$ cat config.mk
export PLATFORM = sky130hd
export DESIGN_NAME = stream_reduce_unit
export DESIGN_NICKNAME = d
export VERILOG_FILES = /design/src/rtl/stream_reduce_unit.sv
export SDC_FILE = /design/constraint.sdc
export NUM_CORES = 1
export LEC_CHECK = 0
export ABC_CLOCK_PERIOD_IN_PS = 3300
export CAP_MARGIN = 25
export CELL_PAD_IN_SITES_DETAIL_PLACEMENT = 1
export CELL_PAD_IN_SITES_GLOBAL_PLACEMENT = 1
export CORE_MARGIN = 1.5
export CORE_UTILIZATION = 41
export DETAILED_ROUTE_END_ITERATION = 16
export PLACE_DENSITY_LB_ADDON = 0.1
export RECOVER_POWER = 50
export SLEW_MARGIN = 20
export SYNTH_ARGS = -nofsm -noshare
export SYNTH_HDL_FRONTEND = slang
export SYNTH_SLANG_ARGS = --single-unit
$ cat constraint.sdc
create_clock -name clk -period 3.3 [get_ports clk]
set_input_delay 0.33 -clock clk [delete_from_list [all_inputs] [get_ports clk]]
set_output_delay 0.33 -clock clk [all_outputs]
set_load 0.03 [all_outputs]
$ cat src/rtl/stream_reduce_unit.sv
// Sequential bitwise reduction unit: collects PORT_NUM operands over a valid/ready
// stream, folds them with AND/OR/XOR/XNOR and presents the vector and scalar result.
module stream_reduce_unit #(
    parameter int PORT_NUM = 8,
    parameter int WIDTH    = 8
) (
    input  logic             clk,
    input  logic             reset,
    input  logic [1:0]       mode,
    input  logic             in_valid,
    output logic             in_ready,
    input  logic [WIDTH-1:0] in_data,
    output logic             out_valid,
    input  logic             out_ready,
    output logic [WIDTH-1:0] out_vec,
    output logic             out_bit,
    output logic             busy
);

    localparam int CNT_W = $clog2(PORT_NUM + 1);
    localparam logic [CNT_W-1:0] LAST_CNT = CNT_W'(PORT_NUM - 1);

    typedef enum logic [1:0] {
        IDLE  = 2'b00,
        ACCUM = 2'b01,
        DONE  = 2'b10
    } state_t;

    state_t           state;
    logic [WIDTH-1:0] acc;
    logic [CNT_W-1:0] cnt;
    logic [1:0]       mode_r;

    // XNOR folds like XOR; the inversion is applied only when presenting the result.
    function automatic logic [WIDTH-1:0] fold(input logic [1:0] m,
                                              input logic [WIDTH-1:0] a,
                                              input logic [WIDTH-1:0] b);
        case (m)
            2'b00:   fold = a & b;
            2'b01:   fold = a | b;
            default: fold = a ^ b;
        endcase
    endfunction

    always_ff @(posedge clk) begin
        if (reset) begin
            state     <= IDLE;
            acc       <= '0;
            cnt       <= '0;
            mode_r    <= 2'b00;
            out_valid <= 1'b0;
            in_ready  <= 1'b1;
            busy      <= 1'b0;
        end else begin
            case (state)
                IDLE: begin
                    if (in_valid && in_ready) begin
                        acc    <= in_data;
                        mode_r <= mode;
                        cnt    <= CNT_W'(1);
                        busy   <= 1'b1;
                        if (PORT_NUM == 1) begin
                            state     <= DONE;
                            out_valid <= 1'b1;
                            in_ready  <= 1'b0;
                        end else begin
                            state <= ACCUM;
                        end
                    end
                end
                ACCUM: begin
                    if (in_valid && in_ready) begin
                        acc <= fold(mode_r, acc, in_data);
                        cnt <= cnt + CNT_W'(1);
                        if (cnt == LAST_CNT) begin
                            state     <= DONE;
                            out_valid <= 1'b1;
                            in_ready  <= 1'b0;
                        end
                    end
                end
                DONE: begin
                    if (out_valid && out_ready) begin
                        state     <= IDLE;
                        out_valid <= 1'b0;
                        in_ready  <= 1'b1;
                        busy      <= 1'b0;
                    end
                end
                default: begin
                    state     <= IDLE;
                    out_valid <= 1'b0;
                    in_ready  <= 1'b1;
                    busy      <= 1'b0;
                end
            endcase
        end
    end

    // Results come purely from registered state, so nothing ripples from in_data.
    always_comb begin
        out_vec = acc;
        out_bit = 1'b0;
        case (mode_r)
            2'b00: out_bit = &acc;
            2'b01: out_bit = |acc;
            2'b10: out_bit = ^acc;
            2'b11: begin
                out_vec = ~acc;
                out_bit = ~(^acc);
            end
            default: out_bit = 1'b0;
        endcase
    end

endmodule

==> reports/results.ini, run 1 <==
[outcome]
status = completed

[drt]
drt_iter0_drc = 56
route.detailed.wl_per_inst_microns = 15.5
viasPerCell = 5.30
drcViolationCount = 0
drt-total-wl_mm = 3.91
route.vias.total = 1341
ant_nets = 0
drt_first_pass_iters = 4

[global_routing]
grt.overflow.total = 0
busiest_layer = met2
grt_max_degree = 20
grt_pass1_wl_mm = 6.84
met1_usage_pct = 28.6
antenna_found_initial = 0
grtUsageTotal_pct = 21.5
first_global_vias = 1426
gr-usage-met2_pct = 36.6
use_met3_pct = 2.52

[clock_network]
h-tree-depth = 1
cts_root_buffer = clkbuf_4
cts_sinks = 19
cts_buffer_depth = 2
cts_tree = done
cts_resized = 0
worstSkewPairLatency_ps = 320
ctsHoldBuffers = 0
numCtsBuffers = 3
postCtsSetupBuffers = 0
clk_pin_slew_worst_paths_ps = 120

[logic_synthesis]
synth-seq-cells = 19
synth.largest_area_cell = dfxtp_1
async_flop_share_pct = 0
synthTopCellsByArea = dfxtp_1, ha_1, nand2_1
syn-num-nets = 224
synthFlopType = dfxtp_1
ys_seq_area_share_pct = 26.0
syn_inst = 185
synth_top_area_share_pct = 26.0
synth_edf_count = 0
syn_area_sq_mm = 0.00146
synth.distinct_cells = 28
syn_avg_cell_area_sq_um = 7.90
synth_warnings = 0

[timing]
tns_ps = 0
setup_viol = 0
skew_ps = 6.51
final-max-slew-violation-count = 0
fmax_ghz = 0.360
fin_crit_sh_pct = 84.1
hold_viol = 0
worst_pin_slew_ps = 895
rsz0062_at_grt = no
slew-limit-headroom_pct = 40.2
fin_crit_ps = 2780

[pwr]
power_switching_share_pct = 35.8
p_int_w = 0.000377
p_sw_w = 0.000211
comb_power_share_pct = 33.8
seqPwrFrac_pct = 43.9
power.leakage_nw = 0.726
power_w = 0.000588
power_density_mw_per_mm2 = 331
peakVddDrop_uv = 155
clock_power_share_pct = 22.3

[placed_design]
io_buffers = 25
hpwlAfterDp_mm = 2.84
placed_area_sq_mm = 0.00175
place.gp.congestion = 0.833

[finish]
drive_gt1_share_pct = 3.86
fin_util_pct = 52.3
syn_to_final_growth_pct = 21.4
antenna_cells = 0
fillers = 422
nets = 247
final_cell_mix = nand2_1, ha_1, clkdlybuf4s50_1
design_area_sq_mm = 0.00177

[die]
die_w_microns = 62.7
core_sq_mm = 0.00339
die_height_microns = 62.7
start_util_pct = 43.1
rows = 21
ios = 26
dieArea_sq_mm = 0.00393

[worst_setup_path]
r2r_start = state[1]$_SDFFE_PP0P_
crit_path_cell_trace = inv_1, ha_1, xnor2_1, xnor2_1, a21oi_1, nand2b_1, clkdlybuf4s50_1
cpLargestDelayFamily = buffers and inverters
timing.rr.end = acc[3]$_SDFFE_PP0P_
crit_top_cell = xnor2_1
end_kind = primary output
worstPathArrival_ps = 2450
crit_buf_inv = 2
max_stage_delay_ps = 670
path_class = flip-flop to primary output
slowest_stage = clkdlybuf4s50_1
crit_fanout = 5
startpoint_type = flip-flop
cp.required_ps = 2970
regToRegSetupSlack_ps = 1640
worstRegToRegCells = 4

[worst_hold_path]
hold_end = out_valid$_SDFFE_PP0P_
min_from = out_valid$_SDFFE_PP0P_
hold_class = flip-flop to flip-flop
hold_path_depth = 2

[job]
maxCapViolCount = 0

-- worst max path at each step --
| stage | from | endpoint | slack, ps | cells after the start |
|---|---|---|---|---|
| 6_report | acc[6]$_SDFFE_PP0P_ | out_bit | 520 | 7 |
| 5_1_grt | acc[2]$_SDFFE_PP0P_ | out_bit | 380 | 7 |
| 4_1_cts | acc[6]$_SDFFE_PP0P_ | out_bit | 520 | 7 |
| 3_5_place_dp | acc[6]$_SDFFE_PP0P_ | out_bit | 890 | 7 |
| 3_3_place_gp | acc[6]$_SDFFE_PP0P_ | out_bit | 910 | 7 |
| 2_1_floorplan | acc[2]$_SDFFE_PP0P_ | out_bit | 1520 | 6 |
-- logic make-up (layout without fill, tap and decap cells) --
kind of cell	Yosys count	count (layout)	share of synthesized area, %
xor gates and xnor gates	11	11	6.59
buffers and inverters	28	50	7.88
adders and majority gates	25	25	21.4
AOI/OAI and AO/OA	46	46	20.5
and+or+nand+nor	56	56	17.6
DFF	19	19	26.0
-- metrics by stage --
stage | hold slack, ps | worst slack, ps | instances
2_1_floorplan | 449 | 1520 | 185
3_3_place_gp | 457 | 908 | 249
3_5_place_dp | 470 | 889 | 249
4_1_cts | 490 | 515 | 253
5_1_grt | 506 | 381 | 253
6_report | 486 | 524 | 253
-- layer usage --
metal | share of wire, % | vias to the layer above
li1 | - | 676
met1 | 48 | 628
met2 | 47 | 32
met3 | 3.2 | 5
met4 | 1.2 | 0
met5 | 0 | -
-- synth_stat cells (all sizes together) (6+ instances only) --
library cell  instances
xnor2                10
inv                  17
o221ai                6
a211oi                6
nand2b                8
o21ai                 6
nor2                 12
dfxtp                19
a21oi                16
buf                   8
nand2                26
ha                   25
-- power groups by stage --
| stage | registers [W] | clock network, W | logic, W |
|---|---|---|---|
| after global routing | 0.000261 | 0.000144 | 0.000221 |
| after detailed placement | 0.000264 | 0 | 0.000200 |
| after floorplan | 0.000260 | 0 | 0.000129 |
| after CTS | 0.000258 | 0.000133 | 0.000201 |
| after global placement | 0.000262 | 0 | 0.000192 |
| final | 0.000258 | 0.000131 | 0.000199 |
-- layout make-up --
cell class	instances	area (sq um)	area share, %
clock buffer	4	26.3	1.48
timing repair buffer	29	280	15.8
inverter	17	63.8	3.60
tap	46	57.6	3.24
sequential	19	380	21.4
multi-input combinational	138	966	54.4
-- sequential cells by signal (all words and copies together) (netlist names) --
register   flops
state          2
out_valid      1
mode_r         2
cnt            4
acc            8
busy           1
in_ready       1
-- worst reg2reg max path: cells and delay by family (launching register included) --
family | cells | cell delay (ps)
AND/OR/NAND/NOR | 2 | 850
flip-flops | 1 | 360
AO/OA/AOI/OAI | 2 | 320
Power figures use the tool's default switching activity.
==> inputs of run 2 (changes only) <==
Settings changed: ABC_CLOCK_PERIOD_IN_PS 3300 to 2650, CORE_UTILIZATION 41 to 38.
Clock period 3.3 ns to 2.65 ns, I/O delays scaled along.
==> run 2 against run 1 <==
Cell count increased by 2.4%. Register-to-register slack worse by 810 ps. Combinational power grew 25%. Utilization shrank 3.1 points. Critical path type unchanged. Sequential power rose by 25%. Wire length down 0.69%. Clock-buffer cell count down 1. Sequential share of layout area down 0.52 points. Global-route usage down 1.5 points. Via count rose by 2.4%. Critical endpoint is now out_vec[7]. Flip-flop and latch count is the same. Cell area increased by 2.5%.
==> reports/results.ini, run 2 (synthesized netlist as in run 1, its figures left out) <==
[outcome]
status = completed

[die]
ios = 26
die_height_microns = 65.0
rows = 22
start_util_pct = 39.6
dieArea_sq_mm = 0.00423
core_sq_mm = 0.00369
die_w_microns = 65.0

[clock_network]
cts_root_buffer = clkbuf_8
numCtsBuffers = 3
worstSkewPairLatency_ps = 260
cts_sinks = 19
cts_tree = done
clk_pin_slew_worst_paths_ps = 70
h-tree-depth = 1
cts_buffer_depth = 2

[pwr]
p_int_w = 0.000517
seqPwrFrac_pct = 41.6
power.leakage_nw = 0.758
power_switching_share_pct = 33.2
clock_power_share_pct = 26.3
comb_power_share_pct = 32.2
peakVddDrop_uv = 283
p_sw_w = 0.000257
power_density_mw_per_mm2 = 426

[timing]
fmax_ghz = 0.427
skew_ps = 0.897
timing.final.ws_setup_ps = 306
tns_ps = 0
final-max-slew-violation-count = 0
slew-limit-headroom_pct = 50.0
fin_crit_ps = 2340
hold_ws_ps = 483
fin_crit_sh_pct = 88.5
hold_viol = 0
rsz0062_at_grt = no
worst_pin_slew_ps = 748
setup_viol = 0

[placed_design]
hpwlAfterDp_mm = 2.96
place.gp.congestion = 0.878
placed_area_sq_mm = 0.00178
io_buffers = 25
dp_worst_setup_slack_ps = 320

[worst_setup_path]
regToRegSetupSlack_ps = 830
cp.required_ps = 2380
critPathLaunch = mode_r[1]$_SDFFE_PP0P_
startpoint_type = flip-flop
crit_buf_inv = 1
slowest_stage = clkdlybuf4s50_1
path_class = flip-flop to primary output
timing.rr.end = acc[0]$_SDFFE_PP0P_
r2r_start = mode_r[0]$_SDFFE_PP0P_
cpLargestDelayFamily = buffers and inverters
crit_path_cell_trace = nand2_2, xnor2_1, clkdlybuf4s50_1
worstRegToRegCells = 5
worstPathArrival_ps = 2080
path_depth = 3
cp-endpoint = out_vec[7]
end_kind = primary output
crit_fanout = 12
max_stage_delay_ps = 700

[worst_hold_path]
hold_class = flip-flop to flip-flop

[drt]
wl_met1_mm = 1.72
viasPerCell = 5.30
drt_iter0_drc = 43
route.vias.total = 1373
routed.top_layer = met4
wl_met3_microns = 91
ant_nets = 0
met2_wirelength_mm = 2.04
drcViolationCount = 0
route.detailed.wl_per_inst_microns = 15.0
drt-total-wl_mm = 3.89
drt_first_pass_iters = 4

[global_routing]
grtUsageTotal_pct = 20.1
grt_max_degree = 20
grt_pass1_wl_mm = 6.49
first_global_vias = 1420
grt.overflow.total = 0
antenna_found_initial = 0

[finish]
fillers = 470
largest_reg_flops = 8
drive_gt1_share_pct = 4.74
design_area_sq_mm = 0.00182
fin_util_pct = 49.3
nets = 251
reg_top3 = acc: 8 flops, cnt: 4 flops
largest-register = acc
final_cell_mix = nand2_1, ha_1, clkdlybuf4s50_1
antenna_cells = 0
syn_to_final_growth_pct = 24.4

[job]
maxCapViolCount = 0

run 2: stage by stage:
stage          power, W  std cells
5_1_grt        0.000831        259
6_report       0.000775        259
3_5_place_dp   0.000583        255
4_1_cts        0.000794        259
3_3_place_gp   0.000572        255
2_1_floorplan  0.000485        185
run 2: worst min path at each step:
stage	startpoint	end	slack [ps]	cells after the start
floorplan	mode[0]	mode_r[0]$_SDFFE_PP0P_	400	2
CTS	cnt[1]$_SDFFE_PP0P_	cnt[1]$_SDFFE_PP0P_	490	2
global placement	cnt[1]$_SDFFE_PP0P_	cnt[1]$_SDFFE_PP0P_	460	2
detailed placement	cnt[1]$_SDFFE_PP0P_	cnt[1]$_SDFFE_PP0P_	480	2
finish	cnt[1]$_SDFFE_PP0P_	cnt[1]$_SDFFE_PP0P_	480	2
global route	out_valid$_SDFFE_PP0P_	out_valid$_SDFFE_PP0P_	510	2
run 2: final cells by class:
cell class / instances / area (sq um) / area share (%)
clock inverters: 1 / 5.00 / 0.275
multi-input cells: 138 / 966 / 53.1
inverters: 17 / 63.8 / 3.51
flip-flops and latches: 19 / 380 / 20.9
repair buffers: 33 / 302 / 16.6
well taps: 48 / 60.1 / 3.30
clock buffers: 3 / 41.3 / 2.27
run 2: power by group through the flow:
stage | registers [W] | logic, W | clock network [W]
4_1_cts | 0.000322 | 0.000256 | 0.000216
5_1_grt | 0.000325 | 0.000276 | 0.000230
2_1_floorplan | 0.000324 | 0.000161 | 0
3_3_place_gp | 0.000327 | 0.000245 | 0
6_report | 0.000322 | 0.000249 | 0.000203
3_5_place_dp | 0.000329 | 0.000254 | 0
run 2: worst reg2reg max path: stages (launching register included):
cell and delay (ps):
dfxtp_1 520, clkbuf_1 450, inv_1 160, o21ai_0 240, o211ai_1 110, a221oi_1 240
run 2: per-layer routing:
layer,vias up,track usage [%]
li1,680,-
met3,4,3.65
met2,17,38.4
met1,672,22.8
met4,0,4.69
met5,-,0
run 2: timing repair:
item                       4_1_cts  5_1_grt
hold buffers                     0        0
setup buffers                    0        0
setup endpoints to repair        0        1
gates resized for setup          0        1
